File: src/rtl/led_pwm_pkg.sv
// Shared constants and types for the LED PWM fader: default sizing, command
// mode encoding and the holding-register state.
package led_pwm_pkg;

   localparam int DEF_CHANNELS  = 4;
   localparam int DEF_PWM_W     = 8;
   localparam int DEF_PRESCALE  = 4;
   localparam int DEF_FADE_STEP = 1;

   localparam logic MODE_JUMP = 1'b0;
   localparam logic MODE_FADE = 1'b1;

   typedef enum logic {
      HOLD_EMPTY = 1'b0,
      HOLD_FULL  = 1'b1
   } holdState_e;

endpackage

File: src/rtl/led_pwm_channel.sv
// One LED channel: current/target brightness, period-aligned apply and fade
// stepping, and the registered PWM comparator.
module led_pwm_channel
   import led_pwm_pkg::*;
#(
   parameter int PWM_W     = DEF_PWM_W,
   parameter int FADE_STEP = DEF_FADE_STEP
) (
   input  logic             clock,
   input  logic             rstn,
   input  logic [PWM_W-1:0] pwm_cnt_i,
   input  logic             period_end_i,
   input  logic             apply_en_i,
   input  logic [PWM_W-1:0] level_i,
   input  logic             fade_i,
   output logic             led_o,
   output logic             fading_o
);

   localparam logic [PWM_W:0] STEP = (PWM_W + 1)'(FADE_STEP);

   logic [PWM_W-1:0] cur_q, cur_d;
   logic [PWM_W-1:0] tgt_q, tgt_d;
   logic             led_q, fading_q;
   logic [PWM_W:0]   curWide, tgtWide, upSum, downLimit, stepped;

   // The extra bit keeps cur+STEP and tgt+STEP from wrapping, so the clamp
   // compares are exact even near full scale.
   always_comb begin
      curWide   = {1'b0, cur_q};
      tgtWide   = {1'b0, tgt_q};
      upSum     = curWide + STEP;
      downLimit = tgtWide + STEP;
      stepped   = curWide;
      if (cur_q < tgt_q) begin
         stepped = (upSum > tgtWide) ? tgtWide : upSum;
      end else if (cur_q > tgt_q) begin
         stepped = (curWide < downLimit) ? tgtWide : (curWide - STEP);
      end
   end

   // A command landing on this channel takes priority over the fade step.
   always_comb begin
      cur_d = cur_q;
      tgt_d = tgt_q;
      if (period_end_i) begin
         if (apply_en_i) begin
            tgt_d = level_i;
            if (fade_i == MODE_JUMP) begin
               cur_d = level_i;
            end
         end else begin
            cur_d = PWM_W'(stepped);
         end
      end
   end

   always_ff @(posedge clock or negedge rstn) begin
      if (!rstn) begin
         cur_q    <= '0;
         tgt_q    <= '0;
         led_q    <= 1'b0;
         fading_q <= 1'b0;
      end else begin
         cur_q    <= cur_d;
         tgt_q    <= tgt_d;
         led_q    <= (pwm_cnt_i < cur_q);
         fading_q <= (cur_q != tgt_q);
      end
   end

   assign led_o    = led_q;
   assign fading_o = fading_q;

endmodule

File: src/rtl/led_pwm_fader.sv
// LED fader top: prescaler, shared PWM counter, single-entry command holding
// register with valid/ready handshake, and one led_pwm_channel per LED.
module led_pwm_fader
   import led_pwm_pkg::*;
#(
   parameter int CHANNELS  = DEF_CHANNELS,
   parameter int PWM_W     = DEF_PWM_W,
   parameter int PRESCALE  = DEF_PRESCALE,
   parameter int FADE_STEP = DEF_FADE_STEP
) (
   input  logic                                            clock,
   input  logic                                            rstn,
   input  logic                                            cfg_valid,
   output logic                                            cfg_ready,
   input  logic [((CHANNELS > 1) ? $clog2(CHANNELS) : 1)-1:0] cfg_chan,
   input  logic [PWM_W-1:0]                                cfg_level,
   input  logic                                            cfg_fade,
   output logic [CHANNELS-1:0]                             led_out,
   output logic [CHANNELS-1:0]                             fading
);

   localparam int CHAN_W = (CHANNELS > 1) ? $clog2(CHANNELS) : 1;
   localparam int PS_W   = (PRESCALE > 1) ? $clog2(PRESCALE) : 1;
   localparam logic [PS_W-1:0]  PS_LAST  = PS_W'(PRESCALE - 1);
   localparam logic [PWM_W-1:0] CNT_LAST = '1;

   logic [PS_W-1:0]   presc_q, presc_d;
   logic [PWM_W-1:0]  pwmCnt_q, pwmCnt_d;
   holdState_e        hold_q, hold_d;
   logic [CHAN_W-1:0] holdChan_q, holdChan_d;
   logic [PWM_W-1:0]  holdLevel_q, holdLevel_d;
   logic              holdFade_q, holdFade_d;
   logic              tick, periodEnd, applyNow;

   // With PRESCALE=1 the prescaler sits at 0 and every cycle is a tick.
   always_comb begin
      tick      = (presc_q == PS_LAST);
      periodEnd = tick && (pwmCnt_q == CNT_LAST);
      presc_d   = tick ? '0 : (presc_q + 1'b1);
      pwmCnt_d  = tick ? (pwmCnt_q + 1'b1) : pwmCnt_q;
   end

   // Commands wait in the holding register until a period boundary so that
   // a duty change never lands mid-period.
   always_comb begin
      hold_d      = hold_q;
      holdChan_d  = holdChan_q;
      holdLevel_d = holdLevel_q;
      holdFade_d  = holdFade_q;
      applyNow    = 1'b0;
      case (hold_q)
         HOLD_EMPTY: begin
            if (cfg_valid) begin
               hold_d      = HOLD_FULL;
               holdChan_d  = cfg_chan;
               holdLevel_d = cfg_level;
               holdFade_d  = cfg_fade;
            end
         end
         HOLD_FULL: begin
            if (periodEnd) begin
               applyNow = 1'b1;
               hold_d   = HOLD_EMPTY;
            end
         end
      endcase
   end

   always_ff @(posedge clock or negedge rstn) begin
      if (!rstn) begin
         presc_q     <= '0;
         pwmCnt_q    <= '0;
         hold_q      <= HOLD_EMPTY;
         holdChan_q  <= '0;
         holdLevel_q <= '0;
         holdFade_q  <= 1'b0;
      end else begin
         presc_q     <= presc_d;
         pwmCnt_q    <= pwmCnt_d;
         hold_q      <= hold_d;
         holdChan_q  <= holdChan_d;
         holdLevel_q <= holdLevel_d;
         holdFade_q  <= holdFade_d;
      end
   end

   assign cfg_ready = (hold_q == HOLD_EMPTY);

   // An out-of-range channel matches no instance, so it is consumed silently.
   for (genvar i = 0; i < CHANNELS; i++) begin : g_chan
      led_pwm_channel #(
         .PWM_W     (PWM_W),
         .FADE_STEP (FADE_STEP)
      ) u_chan (
         .clock        (clock),
         .rstn         (rstn),
         .pwm_cnt_i    (pwmCnt_q),
         .period_end_i (periodEnd),
         .apply_en_i   (applyNow && (int'(holdChan_q) == i)),
         .level_i      (holdLevel_q),
         .fade_i       (holdFade_q),
         .led_o        (led_out[i]),
         .fading_o     (fading[i])
      );
   end

endmodule
File: config.mk
export PLATFORM = sky130hd
export DESIGN_NAME = led_pwm_fader
export DESIGN_NICKNAME = d
export VERILOG_FILES = /design/src/rtl/led_pwm_pkg.sv /design/src/rtl/led_pwm_channel.sv /design/src/rtl/led_pwm_fader.sv
export SDC_FILE = /design/constraint.sdc
export NUM_CORES = 1
export LEC_CHECK = 0
export CORE_MARGIN = 1.5
export CORE_UTILIZATION = 36
export DETAILED_ROUTE_END_ITERATION = 7
export GPL_TIMING_DRIVEN = 0
export SLEW_MARGIN = 20
export SYNTH_ARGS = -nofsm -noshare
export SYNTH_HDL_FRONTEND = slang
export SYNTH_SLANG_ARGS = --single-unit
File: constraint.sdc
create_clock -name clock -period 4 [get_ports clock]
set_input_delay 0.8 -clock clock [delete_from_list [all_inputs] [get_ports clock]]
set_output_delay 0.8 -clock clock [all_outputs]
set_load 0.005 [all_outputs]
# Word level (Yosys, flattened, before mapping)
# Index checks and enable logic that the tools add are counted.
[totals] reg_bits=94 output_inout_bits=9
[op_classes] magnitude_cmp=20 bitwise_logic=1 eq_ne=13 reduce_logical=19 muxes=27 n_addsub=14
[op_table] operator="2-to-1 mux 8 bit" n=21
[op_table] operator="adder 8 x 1 -> 9 bit (second input constant)" n=8
[op_table] operator="less-than comparator 8 bit" n=8
[op_table] operator="greater-than comparator 9 x 8 -> 1 bit" n=4
[op_table] operator="less-than comparator 8 x 9 -> 1 bit" n=4
[op_table] operator="greater-than comparator 8 bit" n=4
[op_table] operator="!= test 8 bit" n=4
[op_table] operator="subtractor 8 x 1 -> 8 bit (second input constant)" n=4
[op_table] operator="AND reduction 3 bit" n=4
[op_table] operator="nonzero test 3 bit" n=4
[op_table] operator="AND reduction 2 bit" n=5
[op_table] operator="adder 8 x 1 -> 8 bit (second input constant)" n=1
[op_table] operator="equality test 8 bit (second input constant)" n=1
[op_table] operator="!= test 2 bit (second input constant)" n=4
[op_table] operator="equality test 2 bit (second input constant)" n=3
[op_table] operator="logical AND 1 bit" n=5
[op_table] operator="2-to-1 mux 1 bit" n=4
[op_table] operator="adder 2 x 1 -> 2 bit (second input constant)" n=1
[op_table] operator="equality test 2 x 1 -> 1 bit (second input constant)" n=1
[op_table] operator="zero test 2 bit" n=1
[op_table] operator="2-to-1 mux 2 bit" n=1
[op_table] operator="case mux 1 bit (2 select lines)" n=1
[op_table] operator="inverter 1 bit" n=1

# Logic depth before layout (Yosys ltp)
[logic_depth] depth_word=7 depth_mapped=14

# Hierarchy
# A second synthesis with hierarchy kept.
[unflattened] cells_unflattened=995 hier_area_um2=9136.3
[modules_own_cells] mod="led_pwm_channel at g_chan[1].u_chan ..." area_per_inst_um2=2098.3 instances=2 seq_area_each_um2=450.4 cells_per_inst=239
[modules_own_cells] mod="led_pwm_channel at g_chan[0].u_chan ..." area_per_inst_um2=2009.4 instances=2 seq_area_each_um2=450.4 cells_per_inst=225
[modules_own_cells] mod="led_pwm_fader" area_per_inst_um2=920.9 instances=1 seq_area_each_um2=550.5 cells_per_inst=67

# Worst setup path after synthesis
# No wires, ideal clock.
[synth_path] path_kind="reg2reg" from="reg g_chan[2].u_chan.cur_q[3]" to="reg g_chan[2].u_chan.cur_q[7]" slack_ns=0.783 setup_time_ns=0.121 path_buffers=1 arrival_time_ns=3.096 required_time_ns=3.879 path_stages_with_launch=14 cell_sequence="dfrtp_1 -> clkbuf_1 -> nand2_1 -> or4_1 -> nor3_2 -> xnor2_1 -> ha_1 -> and3_1 -> and3_1 -> a211oi_1 -> a31oi_1 -> nor3_1 -> a221oi_2 -> a22o_1"
[synth_via] elab_chain_cells=5 elab_cells_between_ends=13 classes_between="add/sub: 2; order compare: 4; mux: 5; reduce/logical: 2"
[synth_lines] item="start: declaration" line_no="led_pwm_channel.sv:22" rtl="logic [PWM_W-1:0] cur_q, cur_d;"
[synth_lines] item="start signal: assignment" line_no="led_pwm_channel.sv:65" rtl="cur_q <= cur_d;"
[synth_lines] item="adder 8 x 1 -> 9 bit, or another cell as far along" line_no="led_pwm_channel.sv:32" rtl="upSum = curWide + STEP;"
[synth_lines] item="greater-than comparator 9 x 8 -> 1 bit or 2-to-1 mux 8 bit (tied branches)" line_no="led_pwm_channel.sv:36, led_pwm_channel.sv:38"
[synth_lines] item="2-to-1 mux 8 bit (on tied branches)" line_no="led_pwm_channel.sv:36, led_pwm_channel.sv:37"
[synth_lines] item="2-to-1 mux 8 bit" line_no="led_pwm_channel.sv:35" rtl="if (cur_q < tgt_q) begin"
[synth_lines] item="2-to-1 mux 8 bit" line_no="led_pwm_channel.sv:47" rtl="if (apply_en_i) begin"
# Parallel ways exist; a longest one is shown, timed or not. The select of a mux whose other input is x is not followed.
# A chain may end at the register's enable or synchronous reset.

# Worst setup path in the final report
[layout_path] from="reg g_chan[2].u_chan.cur_q[0]" to="reg g_chan[2].u_chan.cur_q[2]"
# Same word-level chain as after synthesis.

==> impl_metrics.py <==
metrics = {
    "critical_path": {
        "crit_family": "compound AO/OA/AOI/OAI gates",
        "crit_chain": "inv_1 -> or4_1 -> nor3_2 -> xnor2_1 -> ha_1 -> and3_1 -> a211oi_1 -> a211oi_1 -> a31oi_1 -> nand2_1 -> o221ai_1 -> o311ai_0",
        "path_class": "flip-flop to flip-flop",
        "start_kind": "flip-flop",
        "cp.arrival_ns": 4.08,
        "crit_top_cell": "a211oi_1",
        "slowest_stage": "or4_1",
        "required_ns": 4.22,
        "path_max_fanout": 9,
        "cp-end-kind": "flip-flop",
        "critPathLaunch": "g_chan[2].u_chan.cur_q[0]$_DFFE_PN0P_",
        "worst-path-buf-inv": 1,
        "reg2reg_from": "g_chan[2].u_chan.cur_q[0]$_DFFE_PN0P_",
        "max_stage_delay_ns": 0.59,
    },
    "grt": {
        "grt_use_total_pct": 19.88,
        "grt_pass1_vias": 7624,
        "grt_overflow": 0,
        "antenna_found_initial": 0,
        "grt_pass1_wl_mm": 41.43,
        "grt_max_degree": 62,
    },
    "route": {
        "finalWirelength_mm": 25.64,
        "wl_per_cell_um": 18.08,
        "dr.first_iter.drc_count": 620,
        "firstDrtPassIters": 6,
        "vias": 7932,
        "wl_met2_mm": 11.52,
        "drtAntennaViolNets": 0,
        "dr.max_layer_used": "met4",
        "drc": 0,
        "wl_met1_mm": 12.56,
        "routed_via_density": 5.594,
        "wl_met3_mm": 1.060,
    },
    "power": {
        "net-switching-power_w": 0.0006560,
        "pwr-share-comb_pct": 8.2,
        "internal_power_w": 0.001503,
        "leakagePower_nw": 4.408,
        "cellPowerDensity_mw_per_mm2": 214.3,
        "clkPwrFrac_pct": 39.7,
        "p_sw_share_pct": 30.38,
        "p_seq_share_pct": 52.2,
        "ir_drop_mv": 0.2285,
    },
    "synthesis": {
        "synth_area_mm2": 0.009130,
        "syn_nets": 1202,
        "yosysWarnings": 0,
        "async_flop_share_pct": 100.0,
        "syn_inst": 1050,
        "synth-edff-count": 0,
        "synth_cell_types": 78,
        "synth_seq_cells": 94,
        "synth_flop_cell": "dfrtp_1",
        "ys_seq_area_share_pct": 25.76,
        "syn_area_per_cell_um2": 8.695,
    },
    "layout": {
        "multi_input_area_mm2": 0.006215,
        "final_common_cell": "ha_1",
        "antenna_cells": 0,
        "fillCellCount": 2582,
        "final_cell_mix": "138 x ha_1, 94 x dfrtp_1, 93 x nand2_1",
        "area_growth_pct": 10.37,
        "drive_above_1_share_pct": 7.169,
        "finalInstanceArea_mm2": 0.01008,
        "register_area_mm2": 0.002352,
        "fin_nets": 1235,
    },
    "outcome": {
        "run_status": "complete, no violations",
    },
    "timing": {
        "rsz0062_at_grt": "true",
        "hold_viol": 0,
        "finClkSkew_ns": 0.01255,
        "finalMaxSlewViolations": 0,
        "max-slew-margin-rel_pct": 42.34,
        "timing.fmax_ghz": 0.2591,
        "worst_pin_slew_ns": 0.8636,
        "setup_viol": 0,
        "finalCriticalPeriod_ns": 3.859,
        "tns_ns": 0,
        "timing.final.crit_share_pct": 96.48,
    },
    "die": {
        "die_w_um": 162.3,
        "core_mm2": 0.02504,
        "std_cell_rows": 58,
        "start_util_pct": 36.47,
        "io_pins": 23,
        "dieArea_mm2": 0.02633,
        "die_h_um": 162.3,
    },
    "hold_path": {
        "min_path_type": "input port to async pin",
    },
    "job": {
        "cap_violations": 0,
    },
    "place": {
        "hpwl_mm": 19.53,
        "portBuffers": 22,
        "dpl_cell_area_mm2": 0.009792,
        "gp_congestion": 0.8859,
    },
    "clock_network": {
        "insertion_delay_ns": 0.36,
        "htree_num_levels": 3,
        "clockBufferDepth": 2,
        "cts_tree": "done",
        "clk_pin_slew_worst_paths_ns": 0.07,
        "clkSinkCount": 94,
        "cts_made_buffers": 9,
        "cts-root-buf": "clkbuf_16",
    },
}
## sequential cells by signal (all words and copies together) (netlist names)
register                flops
holdFade_q                  1
hold_q                      1
g_chan.u_chan.led_o         4
pwmCnt_q                    8
presc_q                     2
g_chan.u_chan.cur_q        32
g_chan.u_chan.fading_o      4
holdLevel_q                 8
holdChan_q                  2
g_chan.u_chan.tgt_q        32
## cells in the mapped netlist, types with 5 or more instances
| cell type | instances | share of area [%] |
|---|---|---|
| inv_1 | 88 | 3.6 |
| a21oi_1 | 45 | 2.5 |
| nor2_1 | 44 | 1.8 |
| buf_2 | 5 | 0.27 |
| or2_2 | 5 | 0.34 |
| and3_1 | 17 | 1.2 |
| nand3_1 | 48 | 2.6 |
| buf_4 | 9 | 0.74 |
| or3_1 | 8 | 0.55 |
| nor4_1 | 6 | 0.41 |
| a221oi_1 | 6 | 0.58 |
| o21a_1 | 15 | 1.2 |
| a211oi_1 | 11 | 0.90 |
| ha_1 | 138 | 19 |
| a211o_1 | 7 | 0.67 |
| nand2b_1 | 8 | 0.55 |
| nand4_1 | 18 | 1.2 |
| nor3_1 | 25 | 1.4 |
| dfrtp_1 | 94 | 26 |
| nand2_1 | 93 | 3.8 |
| xnor2_1 | 67 | 6.4 |
| nor2b_1 | 10 | 0.69 |
| o21ai_0 | 53 | 2.9 |
| mux2i_1 | 9 | 0.99 |
| mux2_2 | 18 | 2.2 |
| and2_1 | 5 | 0.34 |
| a21o_1 | 33 | 2.7 |
| o31ai_1 | 9 | 0.74 |
| clkbuf_1 | 27 | 1.1 |
| o221ai_1 | 6 | 0.58 |
| a31oi_1 | 13 | 0.89 |
| and4_1 | 10 | 0.96 |
| o211ai_1 | 11 | 0.90 |
| xor2_1 | 8 | 0.77 |
## power groups by stage
stage	combinational (W)	clock, W	sequential (W)
after floorplan	0.000107	0	0.00105
after global placement	0.000172	0	0.00114
after detailed placement	0.000178	0	0.00115
after CTS	0.000179	0.000879	0.00113
after global routing	0.000193	0.000904	0.00113
final	0.000176	0.000857	0.00113
## layout make-up
cell class / instances / share of cell area (%)
plain buffers: 44 / 2.334
multi-input cells: 823 / 61.67
repair buffers: 23 / 2.471
well taps: 330 / 4.097
inverters: 88 / 3.278
clock inverters: 6 / 0.4346
flip-flops and latches: 94 / 23.34
clock buffers: 10 / 2.371
## worst register-to-register path, delay by kind of cell, from the launching register on
| kind | cells | cell delay (ns) |
|---|---|---|
| AND/OR/NAND/NOR | 4 | 1.16 |
| adder cells (fa/ha/maj) | 1 | 0.32 |
| flip-flops | 1 | 0.56 |
| buffers and inverters | 1 | 0.24 |
| AO/OA/AOI/OAI | 5 | 1.27 |
| XOR/XNOR | 1 | 0.20 |
## logic make-up after synthesis
group	after synthesis	synth area share, %
flops	94	25.76
xor+xnor	75	7.195
buf+inv	133	6.235
fa+ha+maj	138	18.91
compound gates	264	20.26
simple gates	319	18.43
mux	27	3.207
## layer usage
metal	GRT usage, %	vias up
li1	-	3907
met1	27.56	3811
met2	31.93	178
met3	2.783	36
met4	6.130	0
met5	0	-
## per-stage QoR
stage / setup WS [ns] / utilization (%) / total power, W / hold slack (ns) / instances
after CTS: 0.1022 / 40.24 / 0.002184 / 0.3295 / 1419
after floorplan: 0.7826 / - / 0.001160 / 0.4031 / 1050
final: 0.1410 / 40.25 / 0.002159 / 0.3142 / 1418
after global routing: -0.002092 / 40.25 / 0.002231 / 0.3413 / 1418
after global placement: -1.696 / 39.00 / 0.001316 / 0.4128 / 1402
after detailed placement: 0.1520 / 39.11 / 0.001324 / 0.4298 / 1403
## path summary, 6_finish.rpt
check / to / slack (ns) / cells past startpoint
max: g_chan[2].u_chan.cur_q[2]$_DFFE_PN0P_ / 0.14 / 12
min: g_chan[1].u_chan.fading_o$_DFF_PN0_ / 0.31 / 1
max reg2reg: g_chan[2].u_chan.cur_q[2]$_DFFE_PN0P_ / 0.14 / 12
min reg2reg: presc_q[0]$_DFF_PN0_ / 0.44 / 1
max in group asynchronous: g_chan[0].u_chan.cur_q[7]$_DFFE_PN0P_ / 3.05 / 2
min in group clock: presc_q[0]$_DFF_PN0_ / 0.44 / 1
## repair_timing
item,CTS,global route
setup endpoints to repair,0,12
resized for setup,0,3
buffers inserted,0,0
hold buffers,0,0
hold endpoints to repair,0,0
Note: power is estimated with default switching activity, not from simulation.
